===== src/rtl/branch_predictor_pkg.sv =====
// Shared definitions for the branch predictor.
//   - SN/WN/WT/ST : 2-bit saturating counter states
//   - IDX_W_DEFAULT : default table index width (16 entries)
//   - sat_update() : next counter state for a resolved outcome
package branch_predictor_pkg;

    localparam logic [1:0] SN = 2'b00;  // strong not-taken
    localparam logic [1:0] WN = 2'b01;  // weak not-taken
    localparam logic [1:0] WT = 2'b10;  // weak taken
    localparam logic [1:0] ST = 2'b11;  // strong taken

    localparam int unsigned IDX_W_DEFAULT = 4;

    // Taken moves towards ST, not-taken towards SN; both endpoints self-loop.
    function automatic logic [1:0] sat_update(input logic [1:0] state, input logic taken);
        logic [1:0] nxt;
        if (taken) begin
            nxt = (state == ST) ? ST : state + 2'd1;
        end else begin
            nxt = (state == SN) ? SN : state - 2'd1;
        end
        return nxt;
    endfunction

endpackage


===== src/rtl/branch_predictor_if.sv =====
// IF/ID-side signal bundle between the pipeline and the branch predictor.
//   master : pipeline side (drives PC, pre-decode, resolution, stall/flush)
//   slave  : predictor side (drives BrPre_if_o and BrPre_o)
interface branch_predictor_if;
    logic        stall_i;
    logic        flush_i;
    logic [31:0] if_pc_i;
    logic        if_is_branch_i;
    logic        BrPre_if_o;
    logic        BrPre_o;
    logic        Brncheq_i;
    logic        Brnchne_i;
    logic        Branch_i;
    logic        missPre_i;

    modport master (
        output stall_i, flush_i, if_pc_i, if_is_branch_i,
        output Brncheq_i, Brnchne_i, Branch_i, missPre_i,
        input  BrPre_if_o, BrPre_o
    );

    modport slave (
        input  stall_i, flush_i, if_pc_i, if_is_branch_i,
        input  Brncheq_i, Brnchne_i, Branch_i, missPre_i,
        output BrPre_if_o, BrPre_o
    );
endinterface


===== src/rtl/branch_predictor_counter.sv =====
// brpred_counter: one 2-bit saturating prediction counter.
//   clk, rst_n : clock, asynchronous active-low reset (to INIT_STATE)
//   en_i       : apply one training step this edge
//   taken_i    : resolved direction for the training step
//   state_o    : current counter state
module brpred_counter
    import branch_predictor_pkg::*;
#(
    parameter logic [1:0] INIT_STATE = WN
) (
    input  logic       clk,
    input  logic       rst_n,
    input  logic       en_i,
    input  logic       taken_i,
    output logic [1:0] state_o
);

    logic [1:0] state_q, state_d;

    always_comb begin
        state_d = state_q;
        if (en_i) begin
            state_d = sat_update(state_q, taken_i);
        end
    end

    always_ff @(posedge clk or negedge rst_n) begin
        if (!rst_n) begin
            state_q <= INIT_STATE;
        end else begin
            state_q <= state_d;
        end
    end

    assign state_o = state_q;

endmodule


===== src/rtl/branch_predictor.sv =====
// branch_predictor: PC-indexed table of 2-bit saturating counters.
//   clk, rst_n      : clock, asynchronous active-low reset
//   bus (slave)     : IF lookup (if_pc_i, if_is_branch_i -> BrPre_if_o),
//                     ID-aligned prediction (BrPre_o), resolution/training
//                     (Brncheq_i, Brnchne_i, Branch_i, missPre_i), stall_i, flush_i
//   hit_cnt_o, miss_cnt_o : prediction statistics, only when BRPRED_STATS_EN is defined
// Optional feature macro: BRPRED_STATS_EN.
module branch_predictor
    import branch_predictor_pkg::*;
#(
    parameter int unsigned IDX_W      = IDX_W_DEFAULT,
    parameter logic [1:0]  INIT_STATE = WN
) (
    input  logic               clk,
    input  logic               rst_n,
    branch_predictor_if.slave  bus
`ifdef BRPRED_STATS_EN
    ,
    output logic [31:0]        hit_cnt_o,
    output logic [31:0]        miss_cnt_o
`endif
);

    localparam int unsigned NumEntries = 2 ** IDX_W;

    logic [IDX_W-1:0] if_idx;
    logic [1:0]       ctr_state [NumEntries];
    logic             upd;

    logic             id_pred_q, id_pred_d;
    logic             id_valid_q, id_valid_d;
    logic [IDX_W-1:0] id_idx_q, id_idx_d;

    // Word-aligned PC: bits [1:0] and the bits above the index never matter.
    assign if_idx = bus.if_pc_i[IDX_W+1:2];

    // No bypass: a same-cycle update becomes visible on the next lookup.
    assign bus.BrPre_if_o = bus.if_is_branch_i & ctr_state[if_idx][1];
    assign bus.BrPre_o    = id_pred_q;

    // Train only when the branch actually leaves ID; stalled cycles may still
    // carry unforwarded operands.
    assign upd = id_valid_q & (bus.Brncheq_i | bus.Brnchne_i) & ~bus.stall_i;

    for (genvar i = 0; i < NumEntries; i++) begin : g_ctr
        brpred_counter #(
            .INIT_STATE (INIT_STATE)
        ) u_ctr (
            .clk     (clk),
            .rst_n   (rst_n),
            .en_i    (upd && (id_idx_q == IDX_W'(i))),
            .taken_i (bus.Branch_i),
            .state_o (ctr_state[i])
        );
    end

    // Stall wins over flush.
    always_comb begin
        id_pred_d  = id_pred_q;
        id_valid_d = id_valid_q;
        id_idx_d   = id_idx_q;
        if (!bus.stall_i) begin
            if (bus.flush_i) begin
                id_pred_d  = 1'b0;
                id_valid_d = 1'b0;
                id_idx_d   = '0;
            end else begin
                id_pred_d  = bus.BrPre_if_o;
                id_valid_d = bus.if_is_branch_i;
                id_idx_d   = if_idx;
            end
        end
    end

    always_ff @(posedge clk or negedge rst_n) begin
        if (!rst_n) begin
            id_pred_q  <= 1'b0;
            id_valid_q <= 1'b0;
            id_idx_q   <= '0;
        end else begin
            id_pred_q  <= id_pred_d;
            id_valid_q <= id_valid_d;
            id_idx_q   <= id_idx_d;
        end
    end

`ifdef BRPRED_STATS_EN
    logic [31:0] hit_cnt_q, hit_cnt_d;
    logic [31:0] miss_cnt_q, miss_cnt_d;

    always_comb begin
        hit_cnt_d  = hit_cnt_q;
        miss_cnt_d = miss_cnt_q;
        if (upd) begin
            if (bus.missPre_i) begin
                miss_cnt_d = miss_cnt_q + 32'd1;
            end else begin
                hit_cnt_d = hit_cnt_q + 32'd1;
            end
        end
    end

    always_ff @(posedge clk or negedge rst_n) begin
        if (!rst_n) begin
            hit_cnt_q  <= '0;
            miss_cnt_q <= '0;
        end else begin
            hit_cnt_q  <= hit_cnt_d;
            miss_cnt_q <= miss_cnt_d;
        end
    end

    assign hit_cnt_o  = hit_cnt_q;
    assign miss_cnt_o = miss_cnt_q;

    logic unused_pc;
    assign unused_pc = ^{bus.if_pc_i[31:IDX_W+2], bus.if_pc_i[1:0]};
`else
    logic unused_pc;
    assign unused_pc = ^{bus.if_pc_i[31:IDX_W+2], bus.if_pc_i[1:0], bus.missPre_i};
`endif

endmodule


===== src/flat_wrapper.sv =====
// flat-port wrapper written by rule: the top's interface ports become plain ports
module branch_predictor_flat import branch_predictor_pkg::*;
#(
    parameter int unsigned IDX_W      = IDX_W_DEFAULT,
    parameter logic [1:0]  INIT_STATE = WN
)
  (clk, rst_n, bus_stall_i, bus_flush_i, bus_if_pc_i, bus_if_is_branch_i, bus_Brncheq_i, bus_Brnchne_i, bus_Branch_i, bus_missPre_i, bus_BrPre_if_o, bus_BrPre_o);
  branch_predictor_if bus_i ();
  input  logic clk;
  input  logic rst_n;
  input wire logic [$bits(bus_i.stall_i)-1:0] bus_stall_i;
  input wire logic [$bits(bus_i.flush_i)-1:0] bus_flush_i;
  input wire logic [$bits(bus_i.if_pc_i)-1:0] bus_if_pc_i;
  input wire logic [$bits(bus_i.if_is_branch_i)-1:0] bus_if_is_branch_i;
  input wire logic [$bits(bus_i.Brncheq_i)-1:0] bus_Brncheq_i;
  input wire logic [$bits(bus_i.Brnchne_i)-1:0] bus_Brnchne_i;
  input wire logic [$bits(bus_i.Branch_i)-1:0] bus_Branch_i;
  input wire logic [$bits(bus_i.missPre_i)-1:0] bus_missPre_i;
  output wire logic [$bits(bus_i.BrPre_if_o)-1:0] bus_BrPre_if_o;
  output wire logic [$bits(bus_i.BrPre_o)-1:0] bus_BrPre_o;
  assign bus_i.stall_i = bus_stall_i;
  assign bus_i.flush_i = bus_flush_i;
  assign bus_i.if_pc_i = bus_if_pc_i;
  assign bus_i.if_is_branch_i = bus_if_is_branch_i;
  assign bus_i.Brncheq_i = bus_Brncheq_i;
  assign bus_i.Brnchne_i = bus_Brnchne_i;
  assign bus_i.Branch_i = bus_Branch_i;
  assign bus_i.missPre_i = bus_missPre_i;
  assign bus_BrPre_if_o = bus_i.BrPre_if_o;
  assign bus_BrPre_o = bus_i.BrPre_o;
  branch_predictor #(.IDX_W(IDX_W), .INIT_STATE(INIT_STATE)) u_core (.clk(clk), .rst_n(rst_n), .bus(bus_i));
endmodule

===== config.mk =====
export PLATFORM = sky130hd
export DESIGN_NAME = branch_predictor_flat
export DESIGN_NICKNAME = d
export VERILOG_FILES = /design/src/rtl/branch_predictor_pkg.sv /design/src/rtl/branch_predictor_if.sv /design/src/rtl/branch_predictor_counter.sv /design/src/rtl/branch_predictor.sv /design/src/flat_wrapper.sv
export SDC_FILE = /design/constraint.sdc
export NUM_CORES = 1
export LEC_CHECK = 0
export CORE_UTILIZATION = 63
export DETAILED_ROUTE_END_ITERATION = 7
export DONT_BUFFER_PORTS = 1
export HOLD_SLACK_MARGIN = 0.12
export PLACE_DENSITY_LB_ADDON = 0.15
export REMOVE_ABC_BUFFERS = 1
export SLEW_MARGIN = 5
export SYNTH_ARGS = -nofsm -noshare
export SYNTH_HDL_FRONTEND = slang
export SYNTH_SLANG_ARGS = --single-unit

===== constraint.sdc =====
create_clock -name clk -period 3 [get_ports clk]
set_input_delay 0.75 -clock clk [delete_from_list [all_inputs] [get_ports clk]]
set_output_delay 0.75 -clock clk [all_outputs]
set_load 0.005 [all_outputs]

Yosys cells after proc, flatten, opt, wreduce, memory -nomap -nowiden:

Index checks and enable logic that the tools add are counted.

* order comparisons: 1
* multiplexer cells: 54
* reductions and logical operators: 33
* add/sub/neg operators: 32
* equality and inequality tests: 31
* bitwise gates (word level): 6

Operators with widths (number)
* 2-bit 2-to-1 mux: 50
* 2-bit by 1-bit adder with 2-bit output (second input constant): 16
* 2-bit equality test (second input constant): 16
* 4-bit equality test (second input constant): 8
* 2-bit logical NOT: 16
* 2-bit by 1-bit subtractor with 2-bit output (second input constant): 16
* 4-bit by 3-bit equality test with 1-bit output (second input constant): 4
* 1-bit logical AND: 16
* 2-bit binary-select mux with 4-bit select: 1
* 4-bit by 2-bit equality test with 1-bit output (second input constant): 2
* 5-bit greater-or-equal comparator (second input constant): 1
* 4-bit NOT with 5-bit output: 1
* 4-bit by 1-bit equality test with 1-bit output (second input constant): 1
* 4-bit logical NOT: 1
* 4-bit 2-to-1 mux: 1
* 1-bit AND: 3
* 1-bit 2-to-1 mux: 2
* 1-bit NOT: 1
* 1-bit OR: 1

* bits of input ports: 41
* word-level logic and storage cells: 176
* flip-flop bits (word level): 38

Depth between registers and ports, before layout:

* word-level depth: 6
* mapped depth: 5

Modules after synthesis:

Synthesis repeated with hierarchy kept, for this count alone.

* cells, all modules: 225
* area, all modules: 2316.0 sq um

Modules (own cells, without submodules)
* brpred_counter: times used 16, area an instance 113.9 sq um, seq. area each 51.3 sq um, cells each 11
* branch_predictor: times used 1, area an instance 494.2 sq um, seq. area each 150.1 sq um, cells each 49

Worst setup path before layout:

OpenSTA, ideal clock, no wires.

* path type: input to output
* from: input port bus_if_pc_i[2]
* to: output port bus_BrPre_if_o
* path slack: 0.379 ns
* path buffers: 1
* arrival time: 1.871 ns
* stages on the path: 5
* cell sequence: buf_6 > mux4_2 > mux2_2 > a22oi_1 > nor2_1

* longest elaborated chain between the ends: 5

Ends and longest elaborated chain
* start, declared: RTL line flat_wrapper.sv:13 `input wire logic [$bits(bus_i.if_pc_i)-1:0] bus_if_pc_i;`
* 4-bit NOT with 5-bit output (not written as such): RTL line branch_predictor.sv:38 `assign bus.BrPre_if_o = bus.if_is_branch_i & ctr_state[if_idx][1];`
* 2-bit binary-select mux with 4-bit select: RTL line branch_predictor.sv:38
* 2-bit 2-to-1 mux (not written as such) (2 in a row): RTL line branch_predictor.sv:38
* 1-bit AND: RTL line branch_predictor.sv:38
* end, declared: RTL line flat_wrapper.sv:19 `output wire logic [$bits(bus_i.BrPre_if_o)-1:0] bus_BrPre_if_o;`

No other way between the ends. The select of a mux whose other input is x is not followed.

Final worst setup path:

* from: register u_core.g_ctr[9].u_ctr.state_q[1]
* to: output port bus_BrPre_if_o

* longest elaborated chain between the ends: 4

Ends and longest elaborated chain
* start, declared: RTL line branch_predictor_counter.sv:18 `logic [1:0] state_q, state_d;`
* start signal, assigned: RTL line branch_predictor_counter.sv:31 `state_q <= state_d;`
* 2-bit binary-select mux with 4-bit select: RTL line branch_predictor.sv:38
* 2-bit 2-to-1 mux (not written as such) (2 in a row): RTL line branch_predictor.sv:38
* 1-bit AND: RTL line branch_predictor.sv:38

No other way between the ends. The select of a mux whose other input is x is not followed.

==> results.txt <==
The insertion delay of the later-clocked pin in the worst-skew pair came out at 350 ps. The maximum number of pins on one net before global-route repair is 23. Dividing total power by cell area gives a power density of roughly 430 nW/um^2.

Sorting the synthesized cells by area gives the leading types as sky130_fd_sc_hd__dfrtp_1 25%, sky130_fd_sc_hd__dfstp_2 19%, sky130_fd_sc_hd__o31ai_1 8.5%. The number of gates resized after CTS was 0. The number of nets with antenna violations after detailed routing came out at 0.

The count of yosys warnings during synthesis is 0. The die footprint came out at 3770 sq um. At the pin with the least slew margin, the transition time is 1070 ps. The most frequently used flop master after synthesis is sky130_fd_sc_hd__dfrtp_1. After synthesis, flip-flops and latches occupy 43.7% of the total area. The met1 demand-to-capacity share in global routing came out at 40.4%. The pre-CTS setup slack is roughly 410 ps. TritonCTS built the clock tree. The area share of the largest cell type after synthesis came out at about 25%. The sort of element at the end of the critical path is an output port.

The global routing met3 resource utilization is under 10%. Buffers inserted during clock tree synthesis total 5. The count of final setup violators came out at 0.

The count of boundary I/O pins came out at 43. The required time reported for the critical path endpoint is 2250 ps. The highest net fanout along the worst path is 4. Max-cap violations in this run came to 0.

The mean number of vias per cell came out at about 6.9. The detailed placement HPWL came out at around 3.3 mm. IR analysis of the VDD net gives a maximum drop of between 0.2 and 0.3 mV. The clock net sink count is 38.

The peak clock frequency supported by timing came out at roughly 380 MHz. The worst setup skew after layout is 6.12 ps. The first-pass detailed-route iteration total is 4. The number of flops mapped to enable cells by yosys came out at 0. The hold violation total from the final report was 0.

The total routed wirelength came out at approximately 5.1 mm. The floorplan step defined a core boundary enclosing 3360 sq um. The layout overhead on the synthesized area came out at 3.32%.

The die span in x is between 60 and 70 um. The nature of the critical path startpoint is a flop. The worst setup path is of the reg -> out kind. The die extent in y is between 60 and 70 um. Setup repair after global routing left no endpoint under its margin. The count of antenna diodes in the layout is 0.

The setup slack on the worst flop-to-flop path is 1150 ps. The initial standard-cell utilization of the core came out at 66.0%. The worst reg-to-reg path cell count is 3. In the synthesized netlist the async set-or-reset flop fraction comes to 100%. The first global-routing pass estimated 8.01 mm of wire. Across all layers, the routed design uses 1791 vias.

The accumulated negative setup slack is 0 ps. For the worst setup path, the data arrival time is 1890 ps. The fraction of layout cells with a size suffix above 1 is 21.2%.

The tree is rooted in a sky130_fd_sc_hd__clkbuf_4. The clock-pin transition on the worst setup and hold timing paths came out at 120 ps. The number of global-route vias before repair was 1665.

The DRC violation total after the first TritonRoute iteration is 141. The routability-driven placement congestion ratio is 0.790. The total standard cell area after synthesis is 2220 sq um. Synthesis instantiated 35 different standard cells from the library. After detailed routing, the number of remaining DRC violations is 0. The minimum setup slack in the final design came out at 359 ps.

The number of storage elements in the synthesis netlist came out at 38. The detail-routed net length per standard cell is roughly 20 um. The fill cell total of the finished layout is 275.

The flow ran to the end, and the final reports show no timing, DRC or antenna violations. After global routing, the most crowded layer is met2. Global routing used 46.9% of the available met2 tracks. The global route total overflow came out at 0. The beginning of the worst register-to-register path is u_core.id_idx_q[1]. The maximum level of the CTS H-tree came out at 2. The final-layout worst hold slack came out at 219 ps. The mean instance size in the synthesized netlist came out at 10.2 sq um. The overall global routing resource usage is 30.6%. The end of the worst register-to-register path is u_core.g_ctr[4].u_ctr.state_o[1].

The relative max-transition margin is 28.1%. The kind of path behind the tightest hold check is in -> async. Input and output buffers added on the ports amount to 0.

Synthesis handed over a netlist of 217 instances. The max-slew violation count came out at 0. The leakage component of the power came out at 0.000788 uW. The number of antenna violations at the first check in global routing was 0.

The number of cell rows came out at 21. The ratio of final minimum period to clock period is 88.0%. At the end of the flow, the number of nets in the layout was 252. The worst path in the final design needs a cycle of 2640 ps, including I/O delays and setup. The clock passes through at most 2 buffers. The biggest area consumer among synthesized cells is sky130_fd_sc_hd__dfrtp_1.
## cells by family after synthesis
logic type	after synthesis	share of synthesized area (%)
buf+inv	29	6.14
simple gates	44	13.1
mux	6	4.45
fa+ha+maj	11	4.96
compound gates	89	27.6
flops	38	43.7
## synthesized netlist by cell type, types with 6 or more instances
library cell / instances
sky130_fd_sc_hd__inv_1: 12
sky130_fd_sc_hd__nor2_1: 14
sky130_fd_sc_hd__a31oi_1: 18
sky130_fd_sc_hd__nand2_1: 6
sky130_fd_sc_hd__dfrtp_1: 22
sky130_fd_sc_hd__nand4b_1: 6
sky130_fd_sc_hd__a21oi_1: 16
sky130_fd_sc_hd__o31ai_1: 25
sky130_fd_sc_hd__clkbuf_1: 8
sky130_fd_sc_hd__maj3_1: 11
sky130_fd_sc_hd__dfstp_2: 16
sky130_fd_sc_hd__o21ai_0: 14
## worst max-delay path, stage by stage (launching register included)
cell	delay, ps
sky130_fd_sc_hd__dfrtp_1	440
sky130_fd_sc_hd__mux4_2	490
sky130_fd_sc_hd__mux2_2	280
sky130_fd_sc_hd__a22oi_1	250
sky130_fd_sc_hd__nor2_1	90
## state kept, by name, summed over array words and instances (netlist names)
signal and flops:
u_core.bus.BrPre_o 1, u_core.g_ctr.u_ctr.state_o 32, u_core.id_idx_q 4, u_core.id_valid_q 1
## routing by layer
metal / vias up / part of all wire [%]
met4: 0 / 2.0
met2: 57 / 50
li1: 826 / -
met1: 901 / 42
met5: - / 0
met3: 7 / 5.9
## per-stage QoR
step | cell area [sq um] | cells | power, uW | utilization, %
after floorplan | 2130 | 201 | 633 | -
after global placement | 2210 | 249 | 650 | 65.6
after detailed placement | 2210 | 249 | 657 | 65.6
after CTS | 2290 | 258 | 995 | 68.2
after global routing | 2290 | 258 | 1030 | 68.2
final | 2290 | 258 | 990 | 68.2
## cell usage in the layout (no fill, tap or decap), drive strengths merged
cell type,netlist,layout
nor4b,2,2
or2,1,1
maj3,11,11
a31oi,18,18
clkbuf,8,8
dfrtp,22,22
mux2i,2,2
dlygate4sd3,0,1
nand2b,6,6
dfstp,16,16
mux4,3,3
a2bb2oi,1,1
or4b,2,2
buf,8,2
and4b,1,1
inv,12,12
nor2b,4,4
or4,1,1
o31ai,28,28
nor2,14,14
o21ai,14,14
mux2,1,1
a22oi,1,1
a41oi,4,4
nand4b,6,6
o41ai,1,1
a22o,1,1
a21oi,16,16
nand2,6,6
o221a,5,5
nor4,1,1
clkinv,1,1
## worst max path at each step
stage | from | endpoint | slack, ps | cells past startpoint
after floorplan | bus_if_pc_i[2] | bus_BrPre_if_o | 500 | 4
after global placement | bus_if_pc_i[3] | bus_BrPre_if_o | 400 | 4
after detailed placement | bus_if_pc_i[3] | bus_BrPre_if_o | 410 | 4
after CTS | u_core.g_ctr[11].u_ctr.state_o[1] | bus_BrPre_if_o | 360 | 4
after global routing | u_core.g_ctr[11].u_ctr.state_o[1] | bus_BrPre_if_o | 300 | 4
final | u_core.g_ctr[9].u_ctr.state_o[1] | bus_BrPre_if_o | 360 | 4
## power breakdown
group / total (uW) / switching, uW / internal [uW]
clock network: 333 / 172 / 160
logic: 92.9 / 57.8 / 35.1
registers: 565 / 26.6 / 538
## area by class of cell
class	instances	area [sq um]	area share, %
well taps	46	57.6	2.51
inverters	13	48.8	2.13
multi-input cells	150	1110	48.5
repair buffers	3	25.0	1.09
clock buffers	8	78.8	3.44
flip-flops and latches	38	971	42.3
## what timing repair did
item / in CTS / in global routing
hold buffers: 1 / 0
setup buffers: 0 / 0
endpoints found under the hold margin: 22 / 0
Power figures use the tool's default switching activity.
